File: src/rtl/exmem_skid.sv
// EX/MEM pipeline register with a two-entry skid buffer.
// The upstream ready depends only on local state, never on out_ready, which
// keeps the handshake path between stages registered. Entries leave in strict
// FIFO order. Control bits leaving the stage are qualified by out_valid so that
// a bubble can never cause a register or memory write.
module exmem_skid #(
    parameter int DATA_W = 8,
    parameter int RD_W   = 3
) (
    input  logic              clk,
    input  logic              rst,
    input  logic              flush,
    input  logic              in_valid,
    output logic              in_ready,
    input  logic              in_regwrite,
    input  logic              in_memread,
    input  logic              in_memwrite,
    input  logic              in_mem_to_reg,
    input  logic [DATA_W-1:0] in_alu_result,
    input  logic [DATA_W-1:0] in_write_data,
    input  logic [RD_W-1:0]   in_rd,
    output logic              out_valid,
    input  logic              out_ready,
    output logic              out_regwrite,
    output logic              out_memread,
    output logic              out_memwrite,
    output logic              out_mem_to_reg,
    output logic [DATA_W-1:0] out_alu_result,
    output logic [DATA_W-1:0] out_write_data,
    output logic [RD_W-1:0]   out_rd,
    output logic [1:0]        level
);

    // Entry layout: {regwrite, memread, memwrite, mem_to_reg, alu, wdata, rd}
    localparam int ENT_W = 4 + 2 * DATA_W + RD_W;

    typedef enum logic [1:0] {
        EMPTY = 2'd0,
        ONE   = 2'd1,
        TWO   = 2'd2
    } state_t;

    state_t             state_r;
    state_t             state_nx_s;
    logic [ENT_W-1:0]   main_r;
    logic [ENT_W-1:0]   skid_r;
    logic [ENT_W-1:0]   in_entry_s;
    logic               in_fire_s;
    logic               out_fire_s;
    logic               load_main_in_s;
    logic               load_main_skid_s;
    logic               load_skid_s;

    assign in_entry_s = {in_regwrite, in_memread, in_memwrite, in_mem_to_reg,
                         in_alu_result, in_write_data, in_rd};
    assign in_fire_s  = in_valid & in_ready;
    assign out_fire_s = out_valid & out_ready;

    // Next-state and load-enable decode; flush squashes the whole cycle.
    always_comb begin
        state_nx_s       = state_r;
        load_main_in_s   = 1'b0;
        load_main_skid_s = 1'b0;
        load_skid_s      = 1'b0;
        if (flush) begin
            state_nx_s = EMPTY;
        end else begin
            case (state_r)
                EMPTY: begin
                    if (in_fire_s) begin
                        state_nx_s     = ONE;
                        load_main_in_s = 1'b1;
                    end else begin
                        state_nx_s = EMPTY;
                    end
                end
                ONE: begin
                    if (in_fire_s && out_fire_s) begin
                        state_nx_s     = ONE;
                        load_main_in_s = 1'b1;
                    end else if (in_fire_s) begin
                        state_nx_s  = TWO;
                        load_skid_s = 1'b1;
                    end else if (out_fire_s) begin
                        state_nx_s = EMPTY;
                    end else begin
                        state_nx_s = ONE;
                    end
                end
                TWO: begin
                    if (out_fire_s) begin
                        state_nx_s       = ONE;
                        load_main_skid_s = 1'b1;
                    end else begin
                        state_nx_s = TWO;
                    end
                end
                default: begin
                    state_nx_s = EMPTY;
                end
            endcase
        end
    end

    // State register; reset dominates flush and any handshake.
    always_ff @(posedge clk) begin
        if (!rst) begin
            state_r <= EMPTY;
        end else begin
            state_r <= state_nx_s;
        end
    end

    // Entry storage: main is the head, skid catches the entry that arrives
    // while the head is stalled.
    always_ff @(posedge clk) begin
        if (!rst) begin
            main_r <= {ENT_W{1'b0}};
            skid_r <= {ENT_W{1'b0}};
        end else begin
            if (load_main_in_s) begin
                main_r <= in_entry_s;
            end else if (load_main_skid_s) begin
                main_r <= skid_r;
            end else begin
                main_r <= main_r;
            end
            if (load_skid_s) begin
                skid_r <= in_entry_s;
            end else begin
                skid_r <= skid_r;
            end
        end
    end

    // Output view of the head entry, forced quiet while reset is held.
    always_comb begin
        in_ready       = 1'b0;
        out_valid      = 1'b0;
        out_regwrite   = 1'b0;
        out_memread    = 1'b0;
        out_memwrite   = 1'b0;
        out_mem_to_reg = 1'b0;
        out_alu_result = {DATA_W{1'b0}};
        out_write_data = {DATA_W{1'b0}};
        out_rd         = {RD_W{1'b0}};
        level          = 2'd0;
        if (rst) begin
            in_ready       = (state_r != TWO);
            out_valid      = (state_r != EMPTY);
            out_regwrite   = main_r[ENT_W-1] & out_valid;
            out_memread    = main_r[ENT_W-2] & out_valid;
            out_memwrite   = main_r[ENT_W-3] & out_valid;
            out_mem_to_reg = main_r[ENT_W-4] & out_valid;
            out_alu_result = main_r[2*DATA_W+RD_W-1 -: DATA_W];
            out_write_data = main_r[DATA_W+RD_W-1 -: DATA_W];
            out_rd         = main_r[RD_W-1:0];
            case (state_r)
                EMPTY:   level = 2'd0;
                ONE:     level = 2'd1;
                TWO:     level = 2'd2;
                default: level = 2'd0;
            endcase
        end else begin
            in_ready = 1'b0;
        end
    end

endmodule

File: config.mk
export PLATFORM = sky130hd
export DESIGN_NAME = exmem_skid
export DESIGN_NICKNAME = d
export VERILOG_FILES = /design/src/rtl/exmem_skid.sv
export SDC_FILE = /design/constraint.sdc
export NUM_CORES = 1
export LEC_CHECK = 0
export CORE_MARGIN = 2
export CORE_UTILIZATION = 30
export CTS_CLUSTER_SIZE = 30
export DETAILED_ROUTE_END_ITERATION = 7
export SYNTH_ARGS = -nofsm -noshare
export SYNTH_HDL_FRONTEND = slang
export SYNTH_SLANG_ARGS = --single-unit
File: constraint.sdc
create_clock -name clk -period 2.25 [get_ports clk]
set_clock_uncertainty 0.15 [all_clocks]
set_input_delay 0.225 -clock clk [delete_from_list [all_inputs] [get_ports clk]]
set_output_delay 0.225 -clock clk [all_outputs]
set_load 0.05 [all_outputs]
==> impl_results.md, run 1 <==
* Hold Crit Endpoint: state_r[0]$_SDFF_PP0_
* Sw frac at between 20 and 30%
* Clock power frac at 30.1%
* Maximum fanout along the worst path at 9
* Antenna Cells at 0
* Design internal power at around 1200 uW
* Initial drt markers at ~120
* Cts hold-fix bufs at 0
* CTS buffer count at 5
* Mean Syn Cell Area at just under 9 um^2
* Drt drc at 0
* Max Clock Freq at ~550 MHz
* R2R setup slack at roughly 0.58 ns
* Final hold violations at 0
* Clock transition at path regs at 0.08 ns
* Hold Path Origin: rst
* Critical path class: flip-flop to primary output
* Final ANT Viol Nets at 0
* RePlAce Congestion at 0.752
* H-tree levels at 2
* Slew Limit Headroom at between 50 and 60%
* Register area at just under 1000 um^2
* Largest net degree at the start of global routing at 46
* WHS Path Cells at 3
* Synthesized flop and latch total at 48
* Die Ht at 95.5 um
* Max VDD drop at roughly 0.00024 V
* Final wirelength at approximately 6500 um
* Hold WC Path Type: input port to flip-flop
* CTS Sinks at 48
* Critical path arrival at about 1.4 ns
* Min Tclk post-route at 1.81 ns
* Final Cell Area at ~3500 um^2
* Worst r2r dst: main_r[21]$_SDFFE_PN0P_
* CP peak stage delay at 0.46 ns
* Via-to-Cell Ratio at 5.27
* Status: finished clean
* Post_cts resized at 0
* Actual slew at the worst max-slew pin at a little over 0.7 ns
* Post-Syn Area at between 2000 and 3000 um^2
* Synth area leaders: dfxtp_1 (38%), a21boi_0 (12%), o311a_1 (8.8%)
* Initial core utilization at between 30% and 40%
* Syn. warnings at 0
* Final setup TNS at 0 ns
* Grt total ovfl at 0
* Crit end category: primary output
* Setup repair after global routing missed its margin: no
* Reg2reg path depth at 4
* Critical Path Start Type: flip-flop
* PortBufs at 54
* Die extent in x at 95.5 um
* Total GRT Usage at about 15%
* Critical path required time at ~1.9 ns
* Final HPWL DP at slightly above 4000 um
* Post-synth EDFFs at 0
* I/O pins at 55
* Area Growth Syn to Fin at 39.2%
* Crit-path slowest cell: dfxtp_1
* Post-synthesis cell type count at 30
* Worst-skew pair later-pin latency at about 0.31 ns
* Sw Pwr at ~470 uW
* Largest area contributor in the netlist: dfxtp_1
* Placed cell area at 3420 um^2
* Power per standard cell area at 488 nW/um^2
* First-pass GRT wire length at about 11,000 um
* Tcrit/Tclk final at 80.6%
* Mapped Cells at 285
* Top_reg_cell synth: dfxtp_1
* Root Buffer: clkbuf_8
* Number of global-route vias before repair at approximately 2,100
* Max cap viols at 0
* Fillers at 809
* FP Rows at 33
* Gate power share at between 10% and 20%
* Worst r2r src: state_r[1]$_SDFF_PP0_
* DR vias at about 2,300
* Fraction of registers with async set/reset at 0%
* Final setup fails at 0
* Mapped Nets at ~310
* Sequential-to-total area share from yosys stat at between 30% and 40%
* Final Max Tran Viols at 0
* WL/cell at roughly 15 um
* Core area at between 8000 and 9000 um^2
* Layout cells sized above 1 at 16.5%
* TritonCTS clock tree: yes
* Count of TritonRoute iterations in the first routing pass at 4
* Full die area at around 9100 um^2
* Setup Fix Bufs, Post-CTS at 0
* Part of the power in registers at between 50% and 60%
* Crit path cell chain: o21a_1 -> and2_1 -> buf_12
* Top cell type's share of synthesized area at 38.2%
* Pleak at approximately 0.0014 uW
* Initial antenna violation count at 0
* Layout net count at about 360
* CTS Buffer Depth at 2
* Area of the multi-input gates at between 1000 and 1500 um^2
## sequential cells by signal, indices dropped and copies added, names as in the netlist
name,flops
state_r,2
skid_r,23
main_r,23
## cell families after synthesis
kind of cell / count (synthesis) / synth area share [%]
muxes: 1 / 0.448
and+or+nand+nor: 106 / 26.4
DFF: 48 / 38.2
buffers and inverters: 34 / 6.57
AOI/OAI and AO/OA: 96 / 28.4
## power by group through the flow
stage | Combinational, uW | Sequential, uW | Clock, uW
floorplan | 161 | 900 | 0
global placement | 311 | 905 | 0
detailed placement | 312 | 905 | 0
CTS | 313 | 885 | 525
global route | 332 | 888 | 559
finish | 310 | 885 | 514
## how the worst max path moves through the flow
stage,from,end,slack [ns],cells after the start
final,state_r[1]$_SDFF_PP0_,out_memwrite,0.44,3
after global routing,state_r[0]$_SDFF_PP0_,out_mem_to_reg,0.34,3
after CTS,state_r[1]$_SDFF_PP0_,out_memwrite,0.41,3
after detailed placement,out_ready,skid_r[2]$_SDFFE_PN0P_,0.18,4
after global placement,out_ready,main_r[14]$_SDFFE_PN0P_,0.23,4
after floorplan,rst,out_mem_to_reg,0.28,4
## synth_stat cells, types with 2 or more instances
cell	instances
a21boi_0	40
a21boi_1	5
a21oi_1	2
and2_1	24
and2b_1	2
and3_1	22
buf_2	6
buf_4	4
buf_6	2
clkbuf_1	22
dfxtp_1	48
nand3_1	23
nor2b_1	3
o21ai_0	24
o311a_1	22
or3_1	22
## worst max-delay path, delay by kind of cell (launching register included)
kind                   cells  cell delay [ns]
buffers and inverters      1             0.15
AND/OR/NAND/NOR            1             0.22
flip-flops                 1             0.46
AO/OA/AOI/OAI              1             0.31
## area by class of cell
type                       count  area share, %
sequential                    48           27.5
clock inverter                 2          0.358
multi-input combinational    203           39.9
timing repair buffer          69           26.6
tap                          105           3.75
clock buffer                   5           1.97
## stage by stage
stage,setup slack [ns],instances,power (uW),util [%],hold WS (ns)
6_report,0.437,432,1710,42.8,0.111
5_1_grt,0.337,432,1780,42.8,0.131
3_3_place_gp,0.226,425,1220,41.8,0.306
4_1_cts,0.414,432,1720,42.8,0.102
3_5_place_dp,0.179,425,1220,41.8,0.314
2_1_floorplan,0.277,285,1060,-,0.221
## cell usage in the layout (no fill, tap or decap), drive strengths merged
| cell | instances |
|---|---|
| and2 | 24 |
| dfxtp | 48 |
| o311a | 22 |
| o21bai | 1 |
| or2b | 1 |
| clkinv | 1 |
| o21a | 1 |
| and3 | 22 |
| nor2 | 1 |
| and2b | 2 |
| mux2 | 1 |
| clkbuf | 5 |
| or4bb | 1 |
| o21ai | 24 |
| a32o | 1 |
| nand2b | 1 |
| and3b | 1 |
| clkinvlp | 1 |
| nand4bb | 1 |
| nor2b | 3 |
| clkdlybuf4s50 | 26 |
| nand3 | 23 |
| and4bb | 2 |
| nor3b | 1 |
| a21boi | 45 |
| nor3 | 1 |
| buf | 43 |
| or3 | 22 |
| a21oi | 2 |
## routing by layer
layer	GRT usage, %	wire, um	share of wire [%]
met4	4.64	74	1.1
met2	23.0	3040	47
met5	0	0	0
met1	20.8	3090	47
met3	3.79	313	4.8
Power figures use the tool's default switching activity.
==> run 2: changes to the inputs <==
==> constraint.sdc (replaced) <==
create_clock -name clk -period 1.75 [get_ports clk]
set_clock_uncertainty 0.15 [all_clocks]
set_input_delay 0.175 -clock clk [delete_from_list [all_inputs] [get_ports clk]]
set_output_delay 0.175 -clock clk [all_outputs]
set_load 0.05 [all_outputs]
==> impl_results.md, run 2 (synthesized netlist as in run 1, its figures left out) <==
* Status: finished clean
* Core area at 8180 um^2
* Crit path cell chain: buf_4 -> o21a_4 -> and2_2 -> buf_12
* Critical path arrival at roughly 1.4 ns
* Buf/Inv on CP at 2
* Power per standard cell area at between 600 and 700 nW/um^2
* RePlAce Congestion at roughly 0.75
* Final Max Tran Viols at 0
* Initial antenna violation count at 0
* Antenna Cells at 0
* Regs by FF count: main_r (23), skid_r (23), state_r (2)
* Initial drt markers at 98
* Max Clock Freq at 583 MHz
* Setup repair after global routing missed its margin: yes
* Crit end category: primary output
* WL/cell at ~15 um
* CP peak stage delay at around 0.37 ns
* Number of global-route vias before repair at roughly 2,200
* CP delay by family, top: flip-flops
* Maximum fanout along the worst path at 8
* Max VDD drop at approximately 0.00031 V
* DR vias at roughly 2,300
* Final Cell Area at around 3600 um^2
* Final wirelength at between 6000 and 7000 um
* Worst r2r dst: main_r[15]$_SDFFE_PN0P_
* Pleak at 0.00144 uW
* Worst Setup EP: out_regwrite
* Max cap viols at 0
* Critical path required time at about 1.4 ns
* Slew Limit Headroom at about 75%
* CP Depth at 4
* Drt drc at 0
* Final hold violations at 0
* Reg2reg path depth at 4
* Area Growth Syn to Fin at 43.7%
* Actual slew at the worst max-slew pin at 0.380 ns
* Via-to-Cell Ratio at roughly 5.1
* Clock transition at path regs at approximately 0.090 ns
* Most frequent cells in the layout: dfxtp_1 (46), a21boi_0 (40), buf_12 (32)
* Layout net count at 360
* PortBufs at 54
* CTS Sinks at between 40 and 50
* Critical Path Start Type: flip-flop
* Crit-path slowest cell: dfxtp_4
* Placed cell area at between 3000 and 4000 um^2
* Min Tclk post-route at 1.71 ns
* Largest net degree at the start of global routing at 44
* Layout cells sized above 1 at 19.5%
* Root Buffer: clkbuf_8
* Grt total ovfl at 0
* First-pass GRT wire length at roughly 11,000 um
* I/O pins at between 50 and 60
* Most common cell after layout, fill and taps aside: dfxtp_1
* Die extent in x at between 90 and 100 um
* Placed cells at 430
* Critical path class: flip-flop to primary output
* Final HPWL DP at roughly 4200 um
* TritonCTS clock tree: yes
* R2R setup slack at between 0.1 and 0.15 ns
* Hold WC Path Type: input port to flip-flop
* Worst-skew pair later-pin latency at ~0.30 ns
* Initial core utilization at 30.7%
* Tcrit/Tclk final at ~100%
* Count of TritonRoute iterations in the first routing pass at 4
* Final ANT Viol Nets at 0
* CTS buffer count at 5
* Worst r2r src: state_r[1]$_SDFF_PP0_
* Finished Layout Cells at 438
* Total GRT Usage at 14.5%
* H-tree levels at 2
* CTS Buffer Depth at 2
* Final setup fails at 0
* Full die area at a little over 9000 um^2
* Die Ht at roughly 96 um
* FP Rows at 33
* Crit path from: state_r[0]$_SDFF_PP0_
## run 2: cell count changes in the layout (fill, tap and decap cells not counted), moves of 2 or more
cell and delta:
and2_1 -4, buf_12 +4, and2_2 +2, and2_4 +2
clkbuf_1 +2, dfxtp_1 -2
## run 2: power breakdown
part	internal, uW	total [uW]	switching [uW]	leakage, uW
sequential	1120	1140	14.7	0.000391
clock	286	649	363	0.0000424
combinational	213	418	205	0.00101
## run 2: per-layer routing
layer  global-route usage (%)  vias to the layer above  wire (um)
li1                         -                     1142          -
met1                     20.3                     1050       3270
met2                     22.8                       52       2810
met3                     3.00                        6        280
met4                     3.10                        0         55
met5                        0                        -          0
## run 2: timing repair
item                                    4_1_cts  5_1_grt
endpoints found under the setup margin        4       27
setup buffers                                 0        0
resized for setup                             3        3
pin swaps                                     0        0
cloned                                        0        0
hold buffers                                  0        0
## run 2: layout make-up
class | instances | area (um^2)
Clock buffer | 7 | 76.3
Clock inverter | 1 | 8.76
Fill cell | 803 | 4560
Multi-Input combinational cell | 203 | 1410
Sequential cell | 48 | 966
Tap cell | 105 | 131
Timing Repair Buffer | 74 | 1020
## run 2: how the worst min path moves through the flow
stage | startpoint | to | slack, ns | cells past startpoint
6_report | rst | state_r[0]$_SDFF_PP0_ | 0.06 | 3
5_1_grt | rst | state_r[0]$_SDFF_PP0_ | 0.08 | 3
4_1_cts | rst | state_r[0]$_SDFF_PP0_ | 0.04 | 3
3_5_place_dp | skid_r[10]$_SDFFE_PN0P_ | skid_r[10]$_SDFFE_PN0P_ | 0.31 | 2
3_3_place_gp | skid_r[5]$_SDFFE_PN0P_ | skid_r[5]$_SDFFE_PN0P_ | 0.31 | 2
2_1_floorplan | in_alu_result[3] | main_r[14]$_SDFFE_PN0P_ | 0.17 | 1
## run 2: tightest hold or removal path, delay by kind of cell
kind                   cells  cell delay, ns
AOI/OAI and AO/OA          1            0.05
buffers and inverters      1            0.14
and+or+nand+nor            1            0.11
## run 2: metrics by stage
stage	TNS (ns)	hold slack (ns)	utilization [%]	total power, uW	setup slack, ns
5_1_grt	-0.0211	0.0753	44.2	2300	-0.0109
3_3_place_gp	-5.57	0.306	43.0	1580	-0.158
3_5_place_dp	-6.84	0.315	43.0	1580	-0.186
4_1_cts	0	0.0399	44.1	2230	0.0207
6_report	0	0.0618	44.2	2200	0.0353
2_1_floorplan	0	0.171	-	1360	0.111
==> run 3: changes to the inputs <==
==> constraint.sdc (replaced) <==
create_clock -name clk -period 2.2 [get_ports clk]
set_clock_uncertainty 0.15 [all_clocks]
set_input_delay 0.22 -clock clk [delete_from_list [all_inputs] [get_ports clk]]
set_output_delay 0.22 -clock clk [all_outputs]
set_load 0.05 [all_outputs]
==> impl_results.md, run 3 (synthesized netlist as in run 1, its figures left out) <==
* Final hold violations at 0
* Initial drt markers at about 130
* Critical path class: flip-flop to primary output
* Final setup fails at 0
* Critical path arrival at 1.41 ns
* Die Ht at around 96 um
* Area Growth Syn to Fin at 41.3%
* Max Clock Freq at roughly 560 MHz
* Worst r2r src: state_r[1]$_SDFF_PP0_
* Crit path cell chain: and2b_1 -> nor2b_1 -> buf_12
* Slew Limit Headroom at a little over half
* Fillers at 828
* CTS Sinks at 48
* Max cap viols at 0
* Antenna Cells at 0
* Hold WC Path Type: input port to flip-flop
* Full die area at approximately 9100 um^2
* CP peak stage delay at 0.47 ns
* Final wirelength at 6320 um
* Setup Fix Bufs, Post-CTS at 0
* Cts hold-fix bufs at 0
* Total GRT Usage at between 10% and 20%
* Post_cts resized at 0
* First-pass GRT wire length at between 10,000 and 15,000 um
* Final Cell Area at roughly 3600 um^2
* Critical path required time at 1.83 ns
* Crit-path slowest cell: dfxtp_1
* Layout cells sized above 1 at about 17%
* Setup repair after global routing missed its margin: no
* Status: finished clean
* Largest net degree at the start of global routing at 46
* Worst r2r dst: main_r[21]$_SDFFE_PN0P_
* Min Tclk post-route at about 1.8 ns
* Root Buffer: clkbuf_8
* FP Rows at 33
* Initial core utilization at 30.7%
* Drt drc at 0
* Maximum fanout along the worst path at 10
* Buf/Inv on CP at 1
* Initial antenna violation count at 0
* Tcrit/Tclk final at about four fifths
* Placed cell area at ~3400 um^2
* Final setup TNS at 0 ns
* Final HPWL DP at slightly above 4000 um
* Critical Path Start Type: flip-flop
* DR vias at about 2,300
* Crit end category: primary output
* Die extent in x at approximately 96 um
* PortBufs at 54
* I/O pins at 55
* Core area at slightly above 8000 um^2
* RePlAce Congestion at ~0.75
* WL/cell at approximately 15 um
* CP delay by family, top: simple AND/OR/NAND/NOR gates
* Max VDD drop at around 0.00028 V
* Grt total ovfl at 0
* R2R setup slack at ~0.52 ns
* Layout net count at 356
* Via-to-Cell Ratio at 5.21
* Most common cell after layout, fill and taps aside: dfxtp_1
* CTS buffer count at 5
* CTS Buffer Depth at 2
* H-tree levels at 2
* Regs by FF count: main_r (23), skid_r (23), state_r (2)
* Final ANT Viol Nets at 0
* Count of TritonRoute iterations in the first routing pass at 4
* Hold Path Origin: rst
* Number of global-route vias before repair at ~2,100
* Pleak at approximately 0.0014 uW
* Worst-skew pair later-pin latency at 0.29 ns
* Most frequent cells in the layout: dfxtp_1 (48), a21boi_0 (40), buf_12 (28)
* Reg2reg path depth at 4
* WHS Path Cells at 3
* Hold Crit Endpoint: state_r[0]$_SDFF_PP0_
* Power per standard cell area at ~540 nW/um^2
* Final Max Tran Viols at 0
* Actual slew at the worst max-slew pin at slightly above 0.7 ns
* TritonCTS clock tree: yes
* Clock transition at path regs at roughly 0.080 ns
[run 3: worst max path at each step]
| stage | depth (start not counted) | slack, ns | startpoint | endpoint |
|---|---|---|---|---|
| after floorplan | 4 | 0.24 | rst | out_mem_to_reg |
| after global placement | 5 | 0.17 | out_ready | skid_r[15]$_SDFFE_PN0P_ |
| after detailed placement | 5 | 0.11 | out_ready | skid_r[6]$_SDFFE_PN0P_ |
| after CTS | 3 | 0.40 | state_r[0]$_SDFF_PP0_ | in_ready |
| after global routing | 5 | 0.27 | out_ready | skid_r[1]$_SDFFE_PN0P_ |
| final | 3 | 0.42 | state_r[0]$_SDFF_PP0_ | in_ready |
[run 3: tightest hold or removal path, cell delays in order]
cell,delay (ns)
buf_2,0.15
nand2b_1,0.10
a21oi_1,0.04
[run 3: stage by stage]
step	hold slack (ns)	instances	utilization (%)	setup slack (ns)	total power [uW]
global route	0.133	434	43.4	0.268	2000
floorplan	0.216	285	-	0.237	1090
detailed placement	0.312	426	41.9	0.113	1240
CTS	0.105	434	43.4	0.399	1940
finish	0.120	434	43.4	0.423	1920
global placement	0.305	426	41.9	0.174	1240
[run 3: layout make-up]
cell class | instances | area [um^2] | share of cell area, %
clock buffers | 7 | 96.3 | 2.71
clock inverters | 1 | 30.0 | 0.845
multi-input cells | 203 | 1400 | 39.3
flip-flops and latches | 48 | 961 | 27.1
well taps | 105 | 131 | 3.70
repair buffers | 70 | 938 | 26.4
[run 3: report_power, final]
| part | switching (uW) | internal, uW | total, uW |
|---|---|---|---|
| Sequential | 11.4 | 893 | 905 |
| Combinational | 160 | 158 | 318 |
| Clock | 294 | 401 | 695 |
| Total | 465 | 1450 | 1920 |
[run 3: per-layer routing]
metal / global-route usage (%) / vias to the layer above / share of wire [%]
li1: - / 1137 / -
met1: 19.5 / 1059 / 48
met2: 23.2 / 63 / 46
met3: 2.92 / 4 / 5.0
met4: 4.05 / 0 / 0.71
met5: 0 / - / 0
